## config.mk

```make
export PLATFORM = sky130hd
export DESIGN_NAME = reset_sequencer
export DESIGN_NICKNAME = d
export VERILOG_FILES = /design/src/rtl/reset_seq_pkg.sv /design/src/rtl/reset_sync.sv /design/src/rtl/reset_sequencer.sv
export SDC_FILE = /design/constraint.sdc
export NUM_CORES = 1
export LEC_CHECK = 0
export ABC_AREA = 1
export CELL_PAD_IN_SITES_DETAIL_PLACEMENT = 1
export CELL_PAD_IN_SITES_GLOBAL_PLACEMENT = 1
export CORE_MARGIN = 1.5
export CORE_UTILIZATION = 44
export CTS_CLUSTER_SIZE = 16
export DETAILED_ROUTE_END_ITERATION = 10
export PLACE_DENSITY = 0.91
export SETUP_SLACK_MARGIN = 0.15
export SYNTH_ARGS = -nofsm -noshare
export SYNTH_HDL_FRONTEND = slang
export SYNTH_SLANG_ARGS = --single-unit
```

## constraint.sdc

```tcl
create_clock -name clk -period 2.3 [get_ports clk]
set_clock_uncertainty 0.2 [all_clocks]
set_input_delay 0.345 -clock clk [delete_from_list [all_inputs] [get_ports clk]]
set_output_delay 0.345 -clock clk [all_outputs]
set_load 0.005 [all_outputs]
```

## src/rtl/reset_seq_pkg.sv

```systemverilog
// Shared types and constants for the chip reset sequencer.
package reset_seq_pkg;

  typedef enum logic [2:0] {
    ST_HOLD,
    ST_DEBOUNCE,
    ST_RELEASE,
    ST_RUN,
    ST_SWHOLD
  } seq_state_e;

  localparam logic [1:0] CAUSE_POR = 2'b00;
  localparam logic [1:0] CAUSE_EXT = 2'b01;
  localparam logic [1:0] CAUSE_SW  = 2'b10;

  // One shared counter serves all three timed phases, so size it for the longest.
  function automatic int cnt_width(input int a, input int b, input int c);
    int m;
    m = (a > b) ? a : b;
    m = (m > c) ? m : c;
    return (m > 1) ? $clog2(m) : 1;
  endfunction

endpackage

```

## src/rtl/reset_sync.sv

```systemverilog
// Two-flop synchronizer with asynchronous active-low clear.
module reset_sync (
  input  logic clk,
  input  logic rst_n,
  input  logic d,
  output logic q
);

  logic meta;

  // NOTE: sequential state uses non-blocking assignments so both flops sample
  // the pre-edge values; blocking here would collapse the chain to one stage.
  always_ff @(posedge clk or negedge rst_n) begin
    if (!rst_n) begin
      meta <= 1'b0;
      q    <= 1'b0;
    end else begin
      meta <= d;
      q    <= meta;
    end
  end

endmodule

```

## src/rtl/reset_sequencer.sv

```systemverilog
// Releases reset domains in index order after POR, pad reset or a soft-reset request,
// and reports busy status and the cause of the most recent reset entry.
module reset_sequencer
  import reset_seq_pkg::*;
#(
  parameter int NUM_STAGES  = 3,
  parameter int DEBOUNCE    = 8,
  parameter int STAGE_DELAY = 16,
  parameter int SW_PULSE    = 32
) (
  input  logic                  clk,
  input  logic                  resetb,
  input  logic                  ext_resetb,
  input  logic                  sw_reset,
  output logic [NUM_STAGES-1:0] stage_resetb,
  output logic                  seq_busy,
  output logic [1:0]            reset_cause
);

  localparam int CNT_W = cnt_width(DEBOUNCE, STAGE_DELAY, SW_PULSE);
  localparam int IDX_W = $clog2(NUM_STAGES + 1);

  localparam logic [CNT_W-1:0] DEB_LAST = CNT_W'(DEBOUNCE - 1);
  localparam logic [CNT_W-1:0] STG_LAST = CNT_W'(STAGE_DELAY - 1);
  localparam logic [CNT_W-1:0] SW_LAST  = CNT_W'(SW_PULSE - 1);
  localparam logic [IDX_W-1:0] IDX_LAST = IDX_W'(NUM_STAGES - 1);

  logic             rst_int_n;
  logic             ext_s;
  seq_state_e       state;
  logic [CNT_W-1:0] cnt;
  logic [IDX_W-1:0] idx;

  // Block reset asserts asynchronously but leaves reset in step with clk.
  reset_sync u_rst_sync (
    .clk   (clk),
    .rst_n (resetb),
    .d     (1'b1),
    .q     (rst_int_n)
  );

  reset_sync u_ext_sync (
    .clk   (clk),
    .rst_n (resetb),
    .d     (ext_resetb),
    .q     (ext_s)
  );

  always_ff @(posedge clk or negedge rst_int_n) begin
    if (!rst_int_n) begin
      state        <= ST_HOLD;
      stage_resetb <= '0;
      cnt          <= '0;
      idx          <= '0;
      seq_busy     <= 1'b1;
      reset_cause  <= CAUSE_POR;
    end else if (!ext_s) begin
      // Pad reset outranks a same-cycle soft request; cause only records a new entry.
      stage_resetb <= '0;
      cnt          <= '0;
      idx          <= '0;
      seq_busy     <= 1'b1;
      if (state != ST_HOLD) begin
        state       <= ST_HOLD;
        reset_cause <= CAUSE_EXT;
      end
    end else if (sw_reset && state == ST_RUN) begin
      state        <= ST_SWHOLD;
      stage_resetb <= '0;
      cnt          <= '0;
      idx          <= '0;
      seq_busy     <= 1'b1;
      reset_cause  <= CAUSE_SW;
    end else begin
      case (state)
        ST_HOLD: begin
          stage_resetb <= '0;
          cnt          <= '0;
          state        <= ST_DEBOUNCE;
        end
        ST_DEBOUNCE: begin
          if (cnt == DEB_LAST) begin
            state <= ST_RELEASE;
            cnt   <= '0;
            idx   <= '0;
          end else begin
            cnt <= cnt + CNT_W'(1);
          end
        end
        ST_RELEASE: begin
          if (cnt == STG_LAST) begin
            cnt          <= '0;
            stage_resetb <= stage_resetb | (NUM_STAGES'(1) << idx);
            if (idx == IDX_LAST) begin
              idx      <= '0;
              state    <= ST_RUN;
              seq_busy <= 1'b0;
            end else begin
              idx <= idx + IDX_W'(1);
            end
          end else begin
            cnt <= cnt + CNT_W'(1);
          end
        end
        ST_RUN: begin
          cnt <= '0;
          idx <= '0;
        end
        ST_SWHOLD: begin
          stage_resetb <= '0;
          // Soft reset skips debounce: the pad is already known stable.
          if (cnt == SW_LAST) begin
            state <= ST_RELEASE;
            cnt   <= '0;
            idx   <= '0;
          end else begin
            cnt <= cnt + CNT_W'(1);
          end
        end
        default: state <= ST_HOLD;
      endcase
    end
  end

endmodule
```

# ---- Word level (Yosys, flattened, before mapping)
# Cells that the tools add are included.
dict set report word_totals {
  word_cells 78
  reg_bits 20
  in_bits 4
  output_inout_bits 6
}
dict set report classes {
  n_bitwise 1
  addsub 2
  shift 1
  n_reduce_logical 11
  mux 33
  eq_ne 20
}
# operator n
set ops {}
lappend ops {{3-bit 2-to-1 mux} 10}
lappend ops {{5-bit 2-to-1 mux} 5}
lappend ops {{4-bit != test (second input constant)} 5}
lappend ops {{5-bit case mux with 4 select lines} 1}
lappend ops {{2-bit 2-to-1 mux} 9}
lappend ops {{3-bit case mux with 5 select lines} 1}
lappend ops {{3-bit != test (second input constant)} 4}
lappend ops {{6-bit != test (second input constant)} 2}
lappend ops {{2-bit case mux with 4 select lines} 1}
lappend ops {{3-bit by 2-bit == test with 1-bit output (second input constant)} 2}
lappend ops {{3-bit case mux with 2 select lines} 1}
lappend ops {{6-bit AND reduction} 1}
lappend ops {{5-bit by 1-bit adder with 5-bit output (second input constant)} 1}
lappend ops {{5-bit by 3-bit == test with 1-bit output (second input constant)} 1}
lappend ops {{5-bit by 4-bit == test with 1-bit output (second input constant)} 1}
lappend ops {{5-bit == test (second input constant)} 1}
lappend ops {{1-bit 2-to-1 mux} 5}
lappend ops {{2-bit AND reduction} 2}
lappend ops {{4-bit AND reduction} 1}
lappend ops {{2-bit OR reduction} 2}
lappend ops {{3-bit by 1-bit == test with 1-bit output (second input constant)} 1}
lappend ops {{3-bit == test (second input constant)} 1}
lappend ops {{3-bit zero test} 1}
lappend ops {{3-bit OR} 1}
lappend ops {{other kinds (8)} 8}

# ---- Logic depth before layout (Yosys ltp)
# Gate-level depths: netlist (run 1).
dict set report depth {
  word_depth 6
  depth_mapped 11
  mapped_depth_nobuf 11
}

# ---- By module
# From an unflattened synthesis (run 1), not the netlist that was laid out.
dict set report unflattened {
  hier_cells 153
  hier_area_um2 1258.7
}
# mod n_inst cells_per_inst seq_area_each_um2 area_per_inst_um2
set by_module_without_submodules {}
lappend by_module_without_submodules {reset_sequencer 1 149 401.6 1158.6}
lappend by_module_without_submodules {reset_sync 2 2 50.0 50.0}

# ---- Worst setup path before layout (run 1)
# OpenSTA, ideal clock, no wires.
dict set report synth_path {
  path_type {reg2reg}
  startpoint {register cnt[0]}
  endpoint {register state[1]}
  t_required_ns 1.983
  path_slack_ns 0.570
  setup_ns 0.117
  period_less_slack_ns 1.730
  stages_incl_launch_ff 12
  arrival_ns 1.413
  n_path_buf 0
  cell_sequence {dfrtp_1 -> ha_1 -> nand2_1 -> nor2_1 -> ha_1 -> nand3_1 -> nand3_1 -> nand2_1 -> nor2_1 -> nand2_1 -> nand2_1 -> nand2_1}
}
dict set report synth_between {
  elab_chain_len 3
  elab_cells_between_ends 7
  classes_between {6 x eq/ne; 1 x reduce/logical}
}
# element line_no
set synth_lines {}
lappend synth_lines {{start: declaration} reset_sequencer.sv:31} ;# logic [CNT_W-1:0] cnt;
lappend synth_lines {{start signal: assignment} reset_sequencer.sv:87} ;# cnt <= cnt + CNT_W'(1);
lappend synth_lines {{start signal: assignment} reset_sequencer.sv:102} ;# cnt <= cnt + CNT_W'(1);
lappend synth_lines {{start signal: assignment} reset_sequencer.sv:117} ;# cnt <= cnt + CNT_W'(1);
lappend synth_lines {{5-bit == test, or another cell as far along} reset_sequencer.sv:112} ;# if (cnt == SW_LAST) begin
lappend synth_lines {{4-bit != test (no source line)} n/a}
lappend synth_lines {{6-bit AND reduction (no source line) (*)} n/a}
lappend synth_lines {{end signal: assignment} reset_sequencer.sv:96} ;# state <= ST_RUN;
lappend synth_lines {{end signal: assignment} reset_sequencer.sv:113} ;# state <= ST_RELEASE;
lappend synth_lines {{end signal: assignment} reset_sequencer.sv:120} ;# default: state <= ST_HOLD;
lappend synth_lines {{end: declaration} reset_sequencer.sv:30} ;# seq_state_e state;
# Mark *: on every way between the ends. The rest lies on a longest branch, timed or not.
# A chain may end at the register's enable or synchronous reset.

# ---- Worst setup path in the final report (run 1)
# Same ends and word-level chain as after synthesis.

==> out/results.md, run 1 <==
| Quantity | Reported | Unit |
|---|---|---|
| Count of standard-cell rows | 17 | - |
| Final layout net count | 158 | - |
| Arrival time reported for the critical path endpoint | 2.02 | ns |
| Total Routed Length | 2.75 | mm |
| Gpl congestion | 0.926 | - |
| Io pins | 10 | - |
| Post-synthesis share of cell area spent on full adders, half adders and majority gates | 0.0461 | - |
| Leak pwr | 0.602 | nW |
| Setup TNS after final layout | 0 | ns |
| Most common cell on crit path | sky130_fd_sc_hd__nand2_1 | - |
| Max capacitance violation total | 0 | - |
| Combinational family with the most area after synthesis | simple AND/OR/NAND/NOR gates | - |
| Ratio of cells with drive above 1 in the final layout | 0.107 | - |
| Final count of pins violating max slew | 0 | - |
| Number of library cell types mapped by synthesis | 23 | - |
| Resized Gates After CTS | 0 | - |
| Clock slew seen by the registers of the worst setup and hold paths | 0.11 | ns |
| Area fraction of the dominant cell type after synthesis | 0.438 | - |
| Maximum number of buffers from clock root to sink | 2 | - |
| Worst-case vdd ir drop | 0.521 | mV |
| Antenna Violating Nets Remaining | 0 | - |
| Floorplan Core Area | 0.00228 | sq mm |
| Worst-margin pin slew | 0.676 | ns |
| Register share of total power | 0.446 | - |
| Total number of clock tree sinks | 20 | - |
| GRT Total Usage | 0.239 | - |
| Slowest cell on the critical path | sky130_fd_sc_hd__dfrtp_1 | - |
| Clock tree root driver cell | sky130_fd_sc_hd__clkbuf_4 | - |
| Kind of end point of the critical path | flop | - |
| Data required time of the worst path | 2.32 | ns |
| Post-route fraction of the period consumed by the critical path | 0.871 | - |
| Share of synthesized area spent on multiplexers | 0 | - |
| Net Switching | 0.395 | mW |
| Crit path launch type | flop | - |
| Die Footprint | 0.00277 | sq mm |
| CTS tree | yes | - |
| Synthesis Warnings | 0 | - |
| Total power | 1.02 | mW |
| Number of enable-type register cells in the synthesized netlist | 0 | - |
| Clock group share of total power | 0.205 | - |
| Global-route wire length before repair | 4.70 | mm |
| Die Y-Extent | 52.7 | microns |
| Cell breakdown of the critical path | ha_1 > nand2_1 > nor2_2 > ha_1 > nand3_1 > nand3_1 > nand2_1 > nor2_1 > nand2_1 > nand2_1 > nand2_1 | - |
| Number of instances in the synthesized netlist | 136 | - |
| Register area share after synthesis | 0.463 | - |
| Effective utilization at floorplan | 0.477 | - |
| Async set or reset register ratio after synthesis | 1.00 | - |
| Number of antenna repair diodes | 0 | - |
| Kind of critical path | flop to flop | - |
| IO buf count | 9 | - |
| Final period demand of the worst path | 2.00 | ns |
| Area grow syn2layout | 15.1 | % |
| Comb pwr share | 0.349 | - |
| Most used standard cells in the synthesized netlist | sky130_fd_sc_hd__nand2_1 (30), sky130_fd_sc_hd__dfrtp_1 (19), sky130_fd_sc_hd__inv_1 (17) | - |
| Num CTS Buffers | 3 | - |
| Number of global-route vias before repair | 1040 | - |
| Average cell area after synthesis | 7.98 | sq um |
| Critical path buffer and inverter count | 0 | - |
| Achievable Freq | 499 | MHz |
| Cts-stage hold buffer count | 0 | - |
| Post-synth design cell area | 0.00108 | sq mm |
| Xor/xnor cell area share of the yosys netlist | 0.00807 | - |
| Number of setup violations in the final report | 0 | - |
| Synthesis-stage register bit count | 20 | - |
| Primary FF master, synth | sky130_fd_sc_hd__dfrtp_1 | - |
| Power Density | 819 | mW/mm^2 |
| Post-DP HPWL | 2.17 | mm |
| RSZ-0062 raised after global routing | false | - |
| Peak fanout along the critical path | 3 | - |
| Internal power contribution | 0.627 | mW |
| Top post-synthesis cells by area | sky130_fd_sc_hd__dfrtp_1 (44%), sky130_fd_sc_hd__nand2_1 (10%), sky130_fd_sc_hd__nand3_1 (6.0%) | - |
| Router iterations before antenna repair | 4 | - |
| Max_slew headroom | 0.549 | - |
| Max incr delay on CP | 0.40 | ns |
| Via density per instance | 5.35 | - |
| GR Overflow Total | 0 | - |
| Antenna violations before repair | 0 | - |
| Routed len/inst | 15.6 | microns |
| Die X | 52.7 | microns |
| Simple-gate share of the synthesized area | 0.319 | - |
| Maximum number of pins on one net before global-route repair | 17 | - |
| Share of total power consumed by net switching | 0.386 | - |
| Vias after detailed routing | 947 | - |
| Cell with the most instances after synthesis | sky130_fd_sc_hd__nand2_1 | - |
| Iter 0 DRT Violations | 13 | - |
| Compound-Gate Fraction of Synth Area | 0.0911 | - |
| Residual DRC count | 0 | - |
| Hold WC Path Type | input port to asynchronous set/reset pin | - |
| Outcome | finished clean | - |
| Top cell type by total area after synthesis | sky130_fd_sc_hd__dfrtp_1 | - |
| Nets in the synthesized netlist | 144 | - |
| Cell family with most CP delay | simple AND/OR/NAND/NOR gates | - |
| H-tree Lvls | 1 | - |
| Final Hold Fails | 0 | - |
| Postcts setup bufs | 0 | - |
| Clock latency on the worst-skew pair | 0.31 | ns |
## cell usage in the layout (no fill, tap or decap), types with 2 or more instances in the layout
| cell | synthesis | layout |
|---|---|---|
| sky130_fd_sc_hd__nand2_1 | 30 | 30 |
| sky130_fd_sc_hd__dfrtp_1 | 19 | 19 |
| sky130_fd_sc_hd__inv_1 | 17 | 17 |
| sky130_fd_sc_hd__nor2_1 | 16 | 15 |
| sky130_fd_sc_hd__nand3_1 | 13 | 13 |
| sky130_fd_sc_hd__clkdlybuf4s50_1 | 0 | 9 |
| sky130_fd_sc_hd__o21ai_0 | 7 | 7 |
| sky130_fd_sc_hd__a21oi_1 | 7 | 7 |
| sky130_fd_sc_hd__nand3b_1 | 4 | 4 |
| sky130_fd_sc_hd__ha_1 | 4 | 4 |
| sky130_fd_sc_hd__inv_2 | 3 | 3 |
| sky130_fd_sc_hd__nand4_1 | 3 | 3 |
| sky130_fd_sc_hd__clkbuf_4 | 0 | 3 |
| sky130_fd_sc_hd__nor2_2 | 1 | 2 |
| sky130_fd_sc_hd__o21ai_1 | 2 | 2 |
## stage by stage
step                      hold slack [ns]  setup WS [ns]  std cells  cell area, sq um   util
after floorplan                    -0.151          0.570        136              1080      -
after global placement             0.0702          0.367        173              1210  0.532
after detailed placement            0.102          0.287        173              1210  0.532
after CTS                          0.0152          0.267        177              1250  0.548
after global routing               0.0309          0.114        177              1250  0.549
final                              0.0183          0.297        177              1250  0.549
## power groups by stage
stage | Sequential, mW | Clock, mW | Combinational [mW]
final | 0.456 | 0.209 | 0.357
after global routing | 0.465 | 0.220 | 0.405
after CTS | 0.457 | 0.215 | 0.359
after detailed placement | 0.464 | 0 | 0.355
after global placement | 0.457 | 0 | 0.335
after floorplan | 0.449 | 0 | 0.250
## area by class of cell
class | instances | area [sq um]
inverter | 20 | 75.1
timing repair buffer | 9 | 90.1
multi-input combinational | 96 | 510
clock buffer | 4 | 36.3
tap | 28 | 35.0
sequential | 20 | 502
fill | 275 | 1030
## flip-flops by register name (all words and copies together) (netlist names)
signal,flops
reset_cause,2
state,3
u_rst_sync.q,1
seq_busy,1
u_ext_sync.q,1
cnt,5
u_rst_sync.meta,1
idx,2
u_ext_sync.meta,1
stage_resetb,3
## logic make-up (layout without fill, tap and decap cells)
kind of cell,count (synthesis),after routing
xor gates and xnor gates,1,1
buffers and inverters,20,33
adders and majority gates,4,4
other,1,1
AOI/OAI and AO/OA,18,18
DFF,20,20
and+or+nand+nor,72,72
## worst reg2reg max path, delay by kind of cell, from the launching register on
| kind | cells | cell delay (ns) |
|---|---|---|
| adder cells (fa/ha/maj) | 2 | 0.41 |
| AND/OR/NAND/NOR | 9 | 0.90 |
| flip-flops | 1 | 0.40 |
## final timing paths
check,startpoint,to,slack [ns],cells past startpoint
max in group asynchronous,u_rst_sync.q$_DFF_PN0_,reset_cause[0]$_DFFE_PN0P_,1.39,0
max,cnt[0]$_DFFE_PN0P_,state[1]$_DFFE_PN0P_,0.30,11
min,resetb,u_ext_sync.q$_DFF_PN0_,0.02,1
min reg2reg,u_rst_sync.q$_DFF_PN0_,idx[0]$_DFFE_PN0P_,0.08,0
max reg2reg,cnt[0]$_DFFE_PN0P_,state[1]$_DFFE_PN0P_,0.30,11
min in group clk,u_rst_sync.meta$_DFF_PN0_,u_rst_sync.q$_DFF_PN0_,0.17,0
## routing by layer
| layer | track usage | vias up | share of wire |
|---|---|---|---|
| li1 | - | 465 | - |
| met1 | 0.287 | 461 | 0.45 |
| met2 | 0.431 | 16 | 0.51 |
| met3 | 0.0286 | 5 | 0.023 |
| met4 | 0.0897 | 0 | 0.015 |
| met5 | 0 | - | 0 |
No activity file was read; power rests on OpenSTA's default activity.
==> inputs of run 2 (changes only) <==
- CORE_MARGIN: 1.5 -> 2
==> run 2 against run 1 <==
  * First-iteration DRC count grew 15%
  * Worst hold slack gained 0.0087 ns
  * Critical path depth shrank 2
  * Non-clock buffer count is the same
  * Via count grew 5.3%
  * Combinational power grew 3%
  * Clock-buffer cell count is the same
  * Largest power group unchanged
==> out/results.md, run 2 (same netlist as run 1, synthesis figures left out) <==
| Quantity | Reported | Unit | Delta |
|---|---|---|---|
| Outcome | finished clean | - |  |
| Number of setup violations in the final report | 0 | - | unchanged |
| Data required time of the worst path | 2.34 | ns | +0.02 ns |
| Clock group share of total power | 0.198 | - | -0.007 |
| Final layout net count | 158 | - | unchanged |
| Met3 layer usage reported by global route | 0.0361 | - | +0.00754 |
| Register with the most flip-flops | cnt | - |  |
| Die X | 53.7 | microns | +1.9% |
| Iter 0 DRT Violations | 15 | - | +2 |
| Routed len/inst | 16.0 | microns | +2.5% |
| Maximum number of pins on one net before global-route repair | 17 | - | unchanged |
| IO buf count | 9 | - | unchanged |
| Clock slew seen by the registers of the worst setup and hold paths | 0.11 | ns | about the same |
| Die Footprint | 0.00288 | sq mm | +3.8% |
| Met1 usage in global routing | 0.270 | - | -0.0175 |
| Final count of pins violating max slew | 0 | - | unchanged |
| Clock tree root driver cell | sky130_fd_sc_hd__clkbuf_4 | - |  |
| Final period demand of the worst path | 1.99 | ns | -0.0121 ns |
| RSZ-0062 raised after global routing | false | - |  |
| Hold WC Path Type | input port to asynchronous set/reset pin | - |  |
| Setup WS pre-CTS | 0.288 | ns | +0.000220 ns |
| Register share of total power | 0.445 | - | about the same |
| CTS tree | yes | - |  |
| Cell breakdown of the critical path | ha_1 > nand2_1 > nor2_2 > ha_1 > o21ai_1 > nand2_1 > nand3_1 > nand2_1 > nand2_1 | - |  |
| Max incr delay on CP | 0.41 | ns | about the same |
| Net Switching | 0.398 | mW | +0.77% |
| Ratio of cells with drive above 1 in the final layout | 0.107 | - | unchanged |
| Placed cell area | 0.00121 | sq mm | unchanged |
| Maximum number of buffers from clock root to sink | 2 | - | unchanged |
| Post-route fraction of the period consumed by the critical path | 0.866 | - | -0.00525 |
| Share of total power consumed by net switching | 0.388 | - | +0.00172 |
| Number of global-route vias before repair | 1072 | - | +3.1% |
| Fill cells | 282 | - | +2.5% |
| GRT Total Usage | 0.236 | - | -0.00255 |
| Total Routed Length | 2.82 | mm | +2.5% |
| Regs by FF count | cnt (5), stage_resetb (3), state (3) | - |  |
| Met2 Resource Use GR | 0.453 | - | +0.0214 |
| Slowest cell on the critical path | sky130_fd_sc_hd__dfrtp_1 | - |  |
| Peak fanout along the critical path | 4 | - | +1 |
| Final setup slack of the worst path | 0.309 | ns | +0.0121 ns |
| Power Density | 821 | mW/mm^2 | +0.32% |
| Floorplan Core Area | 0.00228 | sq mm | unchanged |
| Post-DP HPWL | 2.32 | mm | +6.9% |
| Most common cell after layout, fill and taps aside | sky130_fd_sc_hd__nand2_1 | - |  |
| Max_slew headroom | 0.543 | - | -0.00604 |
| Crit path launch type | flop | - |  |
| Number of antenna repair diodes | 0 | - | unchanged |
| Arrival time reported for the critical path endpoint | 2.03 | ns | about the same |
| Cts-stage hold buffer count | 0 | - | unchanged |
| GR Overflow Total | 0 | - | unchanged |
| Clock latency on the worst-skew pair | 0.30 | ns | about the same |
| Number of flip-flops in the largest register | 5 | - | unchanged |
| Postcts setup bufs | 0 | - | unchanged |
| Residual DRC count | 0 | - | unchanged |
| Total number of clock tree sinks | 20 | - | unchanged |
| Resized Gates After CTS | 0 | - | unchanged |
| Max capacitance violation total | 0 | - | unchanged |
| Antenna violations before repair | 0 | - | unchanged |
| Setup TNS after final layout | 0 | ns | unchanged |
| Final Hold Fails | 0 | - | unchanged |
| Worst-case vdd ir drop | 0.524 | mV | +0.68% |
| Router iterations before antenna repair | 4 | - | unchanged |
| Die Y-Extent | 53.7 | microns | +1.9% |
| Worst-margin pin slew | 0.685 | ns | +0.00907 ns |
| Final core area utilization | 0.549 | - | unchanged |
| Io pins | 10 | - | unchanged |
| Kind of critical path | flop to flop | - |  |
| Gpl congestion | 0.903 | - | -2.5% |
| Global-route wire length before repair | 4.73 | mm | +0.74% |
| Count of standard-cell rows | 17 | - | unchanged |
| Leak pwr | 0.602 | nW | unchanged |
| Via density per instance | 5.63 | - | +5.3% |
| Comb pwr share | 0.357 | - | +0.008 |
| H-tree Lvls | 1 | - | unchanged |
| Vias after detailed routing | 997 | - | +5.3% |
| Num CTS Buffers | 3 | - | unchanged |
| Effective utilization at floorplan | 0.477 | - | unchanged |
| Area grow syn2layout | 15.1 | % | unchanged |
| GRT Max-Usage Layer | met2 | - |  |
| Achievable Freq | 502 | MHz | +0.61% |
| Internal power contribution | 0.627 | mW | about the same |
| Post-Layout Inst Area | 0.00125 | sq mm | unchanged |
| Antenna Violating Nets Remaining | 0 | - | unchanged |
| Kind of end point of the critical path | flop | - |  |
| Highest-count cells in the layout ignoring fill and taps | sky130_fd_sc_hd__nand2_1 (30), sky130_fd_sc_hd__dfrtp_1 (19), sky130_fd_sc_hd__inv_1 (17) | - |  |
| Most common cell on crit path | sky130_fd_sc_hd__nand2_1 | - |  |
==> run 2: worst max-delay path: cells and delay by family, from the launching register on <==
kind | cells | cell delay (ns)
AO/OA/AOI/OAI | 1 | 0.24
adder cells (fa/ha/maj) | 2 | 0.45
AND/OR/NAND/NOR | 6 | 0.64
flip-flops | 1 | 0.41
==> run 2: final cells by class <==
cell class                 instances  area [sq um]  area share
clock buffer                       4          36.3      0.0291
inverter                          20          75.1      0.0601
multi-input combinational         96           510       0.409
sequential                        20           502       0.402
tap                               28          35.0      0.0281
timing repair buffer               9          90.1      0.0721
==> run 2: layer usage <==
layer  wire [microns]  vias up
met4               47        0
li1                 -      463
met3               73        7
met5                0        -
met1             1200      502
met2             1500       25
==> run 2: power by group through the flow <==
stage / clock, mW / combinational [mW] / sequential (mW)
6_report: 0.203 / 0.366 / 0.456
5_1_grt: 0.219 / 0.411 / 0.465
4_1_cts: 0.211 / 0.366 / 0.456
3_5_place_dp: 0 / 0.361 / 0.463
3_3_place_gp: 0 / 0.335 / 0.458
2_1_floorplan: 0 / 0.250 / 0.449
==> run 2: metrics by stage <==
stage	hold slack [ns]	std cells	total power [mW]
after floorplan	-0.151	136	0.699
after global placement	0.0705	173	0.793
after detailed placement	0.0950	173	0.824
after CTS	0.0234	177	1.03
after global routing	0.0315	177	1.10
final	0.0271	177	1.03
==> run 2: worst paths after layout <==
check | to | cells after the start | slack [ns] | from
setup / recovery | idx[0]$_DFFE_PN0P_ | 9 | 0.31 | cnt[0]$_DFFE_PN0P_
hold / removal | u_rst_sync.q$_DFF_PN0_ | 1 | 0.03 | resetb
setup reg to reg | idx[0]$_DFFE_PN0P_ | 9 | 0.31 | cnt[0]$_DFFE_PN0P_
hold reg to reg | stage_resetb[0]$_DFFE_PN0P_ | 0 | 0.09 | u_rst_sync.q$_DFF_PN0_
max in group asynchronous | cnt[3]$_DFFE_PN0P_ | 0 | 1.37 | u_rst_sync.q$_DFF_PN0_
min in group clk | u_ext_sync.q$_DFF_PN0_ | 0 | 0.17 | u_ext_sync.meta$_DFF_PN0_
==> inputs of run 3 (changes only) <==
- CORE_UTILIZATION: 44 -> 37
- PLACE_DENSITY: 0.91 -> 0.83
- SLEW_MARGIN: not set -> 20
- clock period: 2.3 -> 1.6 ns (I/O delays scaled with it)
==> run 3 against run 2 <==
  * The flow now finishes with violations (setup timing)
  * Critical path depth is the same
  * Utilization increased by 1.5 points
  * Global-route usage is 1.4 points higher
  * Die area grew 17%
  * Final area rose by 26%
  * Non-clock buffer count up 25
  * Sequential power up 42%
  * Wire length is 25% higher
  * Register-to-register slack got worse by 0.53 ns
  * Clock power rose by 29%
  * Combinational power increased by 110%
  * Clock-buffer cell count did not move
  * Critical endpoint is now cnt[4]$_DFFE_PN0P_
==> out/results.md, run 3 (same netlist as run 1, synthesis figures left out) <==
| Quantity | Reported | Unit | Delta |
|---|---|---|---|
| Outcome | finished with violations | - |  |
| Violations in the final reports | setup timing | - |  |
| Most common cell after layout, fill and taps aside | sky130_fd_sc_hd__nand2_1 | - |  |
| Number of antenna repair diodes | 0 | - | unchanged |
| Total number of clock tree sinks | 20 | - | unchanged |
| Worst-case vdd ir drop | 0.831 | mV | +58% |
| Total Routed Length | 3.52 | mm | +25% |
| Vias after detailed routing | 1098 | - | +10% |
| Effective utilization at floorplan | 0.390 | - | -0.0866 |
| Highest-count cells in the layout ignoring fill and taps | sky130_fd_sc_hd__nand2_1 (24), sky130_fd_sc_hd__buf_4 (23), sky130_fd_sc_hd__dfrtp_1 (17) | - |  |
| Floorplan Core Area | 0.00278 | sq mm | +22% |
| Data required time of the worst path | 1.61 | ns | -0.73 ns |
| Post-route fraction of the period consumed by the critical path | 1.14 | - | +0.270 |
| Clock slew seen by the registers of the worst setup and hold paths | 0.12 | ns | about the same |
| Net Switching | 0.697 | mW | +75% |
| Kind of end point of the critical path | flop | - |  |
| Via density per instance | 5.36 | - | -4.9% |
| RSZ-0062 raised after global routing | true | - |  |
| Antenna Violating Nets Remaining | 0 | - | unchanged |
| Num CTS Buffers | 3 | - | unchanged |
| Clock group share of total power | 0.156 | - | -0.042 |
| Final period demand of the worst path | 1.82 | ns | -0.174 ns |
| Routed len/inst | 17.2 | microns | +7.5% |
| Die X | 58.1 | microns | +8.4% |
| Max incr delay on CP | 0.39 | ns | -0.02 ns |
| Power Density | 1060 | mW/mm^2 | +29% |
| Slowest cell on the critical path | sky130_fd_sc_hd__dfrtp_1 | - |  |
| Gpl congestion | 0.858 | - | -5.0% |
| Io pins | 10 | - | unchanged |
| Area grow syn2layout | 44.6 | % |  |
| Die Footprint | 0.00338 | sq mm | +17% |
| Share of total power consumed by net switching | 0.418 | - | +0.0296 |
| Critical path buffer and inverter count | 2 | - | +2 |
| Cell breakdown of the critical path | ha_2 > nand2_2 > nor2_4 > buf_4 > inv_1 > ha_4 > a21oi_2 > o21ai_1 > o21ai_1 | - |  |
| Maximum number of pins on one net before global-route repair | 12 | - | -5 |
| Antenna violations before repair | 0 | - | unchanged |
| Post-Place Cells | 190 | - | +9.8% |
| Ratio of cells with drive above 1 in the final layout | 0.391 | - | +0.283 |
| Count of standard-cell rows | 19 | - | +2 |
| CTS tree | yes | - |  |
| Clock latency on the worst-skew pair | 0.31 | ns | about the same |
| Cell family with most CP delay | adder cells | - |  |
| Achievable Freq | 550 | MHz | +9.6% |
| Register with the most flip-flops | cnt | - |  |
| Final layout net count | 183 | - | +16% |
| IO buf count | 9 | - | unchanged |
| Finished Layout Cells | 205 | - | +16% |
| Final Hold Fails | 0 | - | unchanged |
| Final count of pins violating max slew | 0 | - | unchanged |
| Register share of total power | 0.387 | - | -0.058 |
| Hold WC Path Type | flop to asynchronous set/reset pin | - |  |
| H-tree Lvls | 1 | - | unchanged |
| Leak pwr | 0.722 | nW | +20% |
| Arrival time reported for the critical path endpoint | 1.82 | ns | -0.21 ns |
| Number of setup violations in the final report | 14 | - | +14 |
| Number of global-route vias before repair | 1290 | - | +20% |
| Router iterations before antenna repair | 4 | - | unchanged |
| Placed cell area | 0.00136 | sq mm | +12% |
| Peak fanout along the critical path | 3 | - | -1 |
| Crit path launch type | flop | - |  |
| Internal power contribution | 0.971 | mW | +55% |
| Comb pwr share | 0.457 | - | +0.100 |
| Kind of critical path | flop to flop | - |  |
| GRT Total Usage | 0.250 | - | +0.0138 |
| Maximum number of buffers from clock root to sink | 2 | - | unchanged |
| Most common cell on crit path | sky130_fd_sc_hd__o21ai_1 | - |  |
| GR Overflow Total | 0 | - | unchanged |
| Max capacitance violation total | 0 | - | unchanged |
| Final setup slack of the worst path | -0.217 | ns | -0.526 ns |
| Die Y-Extent | 58.1 | microns | +8.4% |
| Post-Layout Inst Area | 0.00157 | sq mm | +26% |
| Global-route wire length before repair | 6.27 | mm | +32% |
| Regs by FF count | cnt (5), stage_resetb (3), state (3) | - |  |
| Iter 0 DRT Violations | 16 | - | +1 |
| Number of flip-flops in the largest register | 5 | - | unchanged |
| Clock tree root driver cell | sky130_fd_sc_hd__clkbuf_4 | - |  |
| Residual DRC count | 0 | - | unchanged |
| Post-DP HPWL | 2.44 | mm | +5.2% |
[run 3: cell count changes in the layout (fill, tap and decap cells not counted), sizes merged]
| cell | previous run | this run |
|---|---|---|
| buf | 0 | 24 |
| clkdlybuf4s50 | 9 | 3 |
| clkdlybuf4s15 | 0 | 4 |
| dlygate4sd3 | 0 | 2 |
| dlygate4sd2 | 0 | 1 |
[run 3: layout make-up]
class / instances / area [sq um]
repair buffers: 34 / 277
inverters: 20 / 75.1
well taps: 31 / 38.8
fillers: 341 / 1210
flip-flops and latches: 20 / 504
clock buffers: 4 / 26.3
multi-input cells: 96 / 648
[run 3: what timing repair did]
item | CTS | global route
hold buffers | 2 | 0
gates resized for setup | 31 | 14
pin swaps | 6 | 5
buffers inserted | 7 | 2
cloned | 0 | 0
setup endpoints to repair | 21 | 19
hold endpoints to repair | 9 | 0
[run 3: routing by layer]
metal,part of all wire,track usage,vias up
met4,0.029,0.120,0
li1,-,-,520
met5,0,0,-
met2,0.52,0.440,20
met1,0.42,0.304,547
met3,0.027,0.0268,11
[run 3: power groups by stage]
| stage | Sequential [mW] | Clock (mW) | Combinational [mW] |
|---|---|---|---|
| global route | 0.660 | 0.299 | 0.841 |
| floorplan | 0.647 | 0 | 0.369 |
| CTS | 0.641 | 0.268 | 0.714 |
| detailed placement | 0.653 | 0 | 0.615 |
| global placement | 0.647 | 0 | 0.575 |
| finish | 0.646 | 0.261 | 0.762 |
[run 3: path summary, 6_finish.rpt]
| path | start | endpoint | slack [ns] | depth (start not counted) |
|---|---|---|---|---|
| min in group clk | ext_resetb | u_ext_sync.meta$_DFF_PN0_ | 0.15 | 1 |
| max | cnt[0]$_DFFE_PN0P_ | cnt[4]$_DFFE_PN0P_ | -0.22 | 9 |
| max in group asynchronous | u_rst_sync.q$_DFF_PN0_ | cnt[2]$_DFFE_PN0P_ | 0.42 | 1 |
| min | u_rst_sync.q$_DFF_PN0_ | seq_busy$_DFFE_PN1P_ | 0.07 | 0 |
| max reg2reg | cnt[0]$_DFFE_PN0P_ | cnt[4]$_DFFE_PN0P_ | -0.22 | 9 |
| min reg2reg | u_rst_sync.q$_DFF_PN0_ | seq_busy$_DFFE_PN1P_ | 0.07 | 0 |
[run 3: through the flow]
stage	power [mW]	setup WS (ns)	hold WS [ns]	TNS, ns	utilization
floorplan	1.02	-0.0299	-0.256	-0.0299	-
global placement	1.22	-0.160	-0.0881	-0.740	0.487
detailed placement	1.27	-0.219	-0.0759	-1.60	0.487
CTS	1.62	-0.156	0.0773	-1.20	0.544
global route	1.80	-0.327	0.0959	-3.53	0.564
finish	1.67	-0.217	0.0717	-2.09	0.564
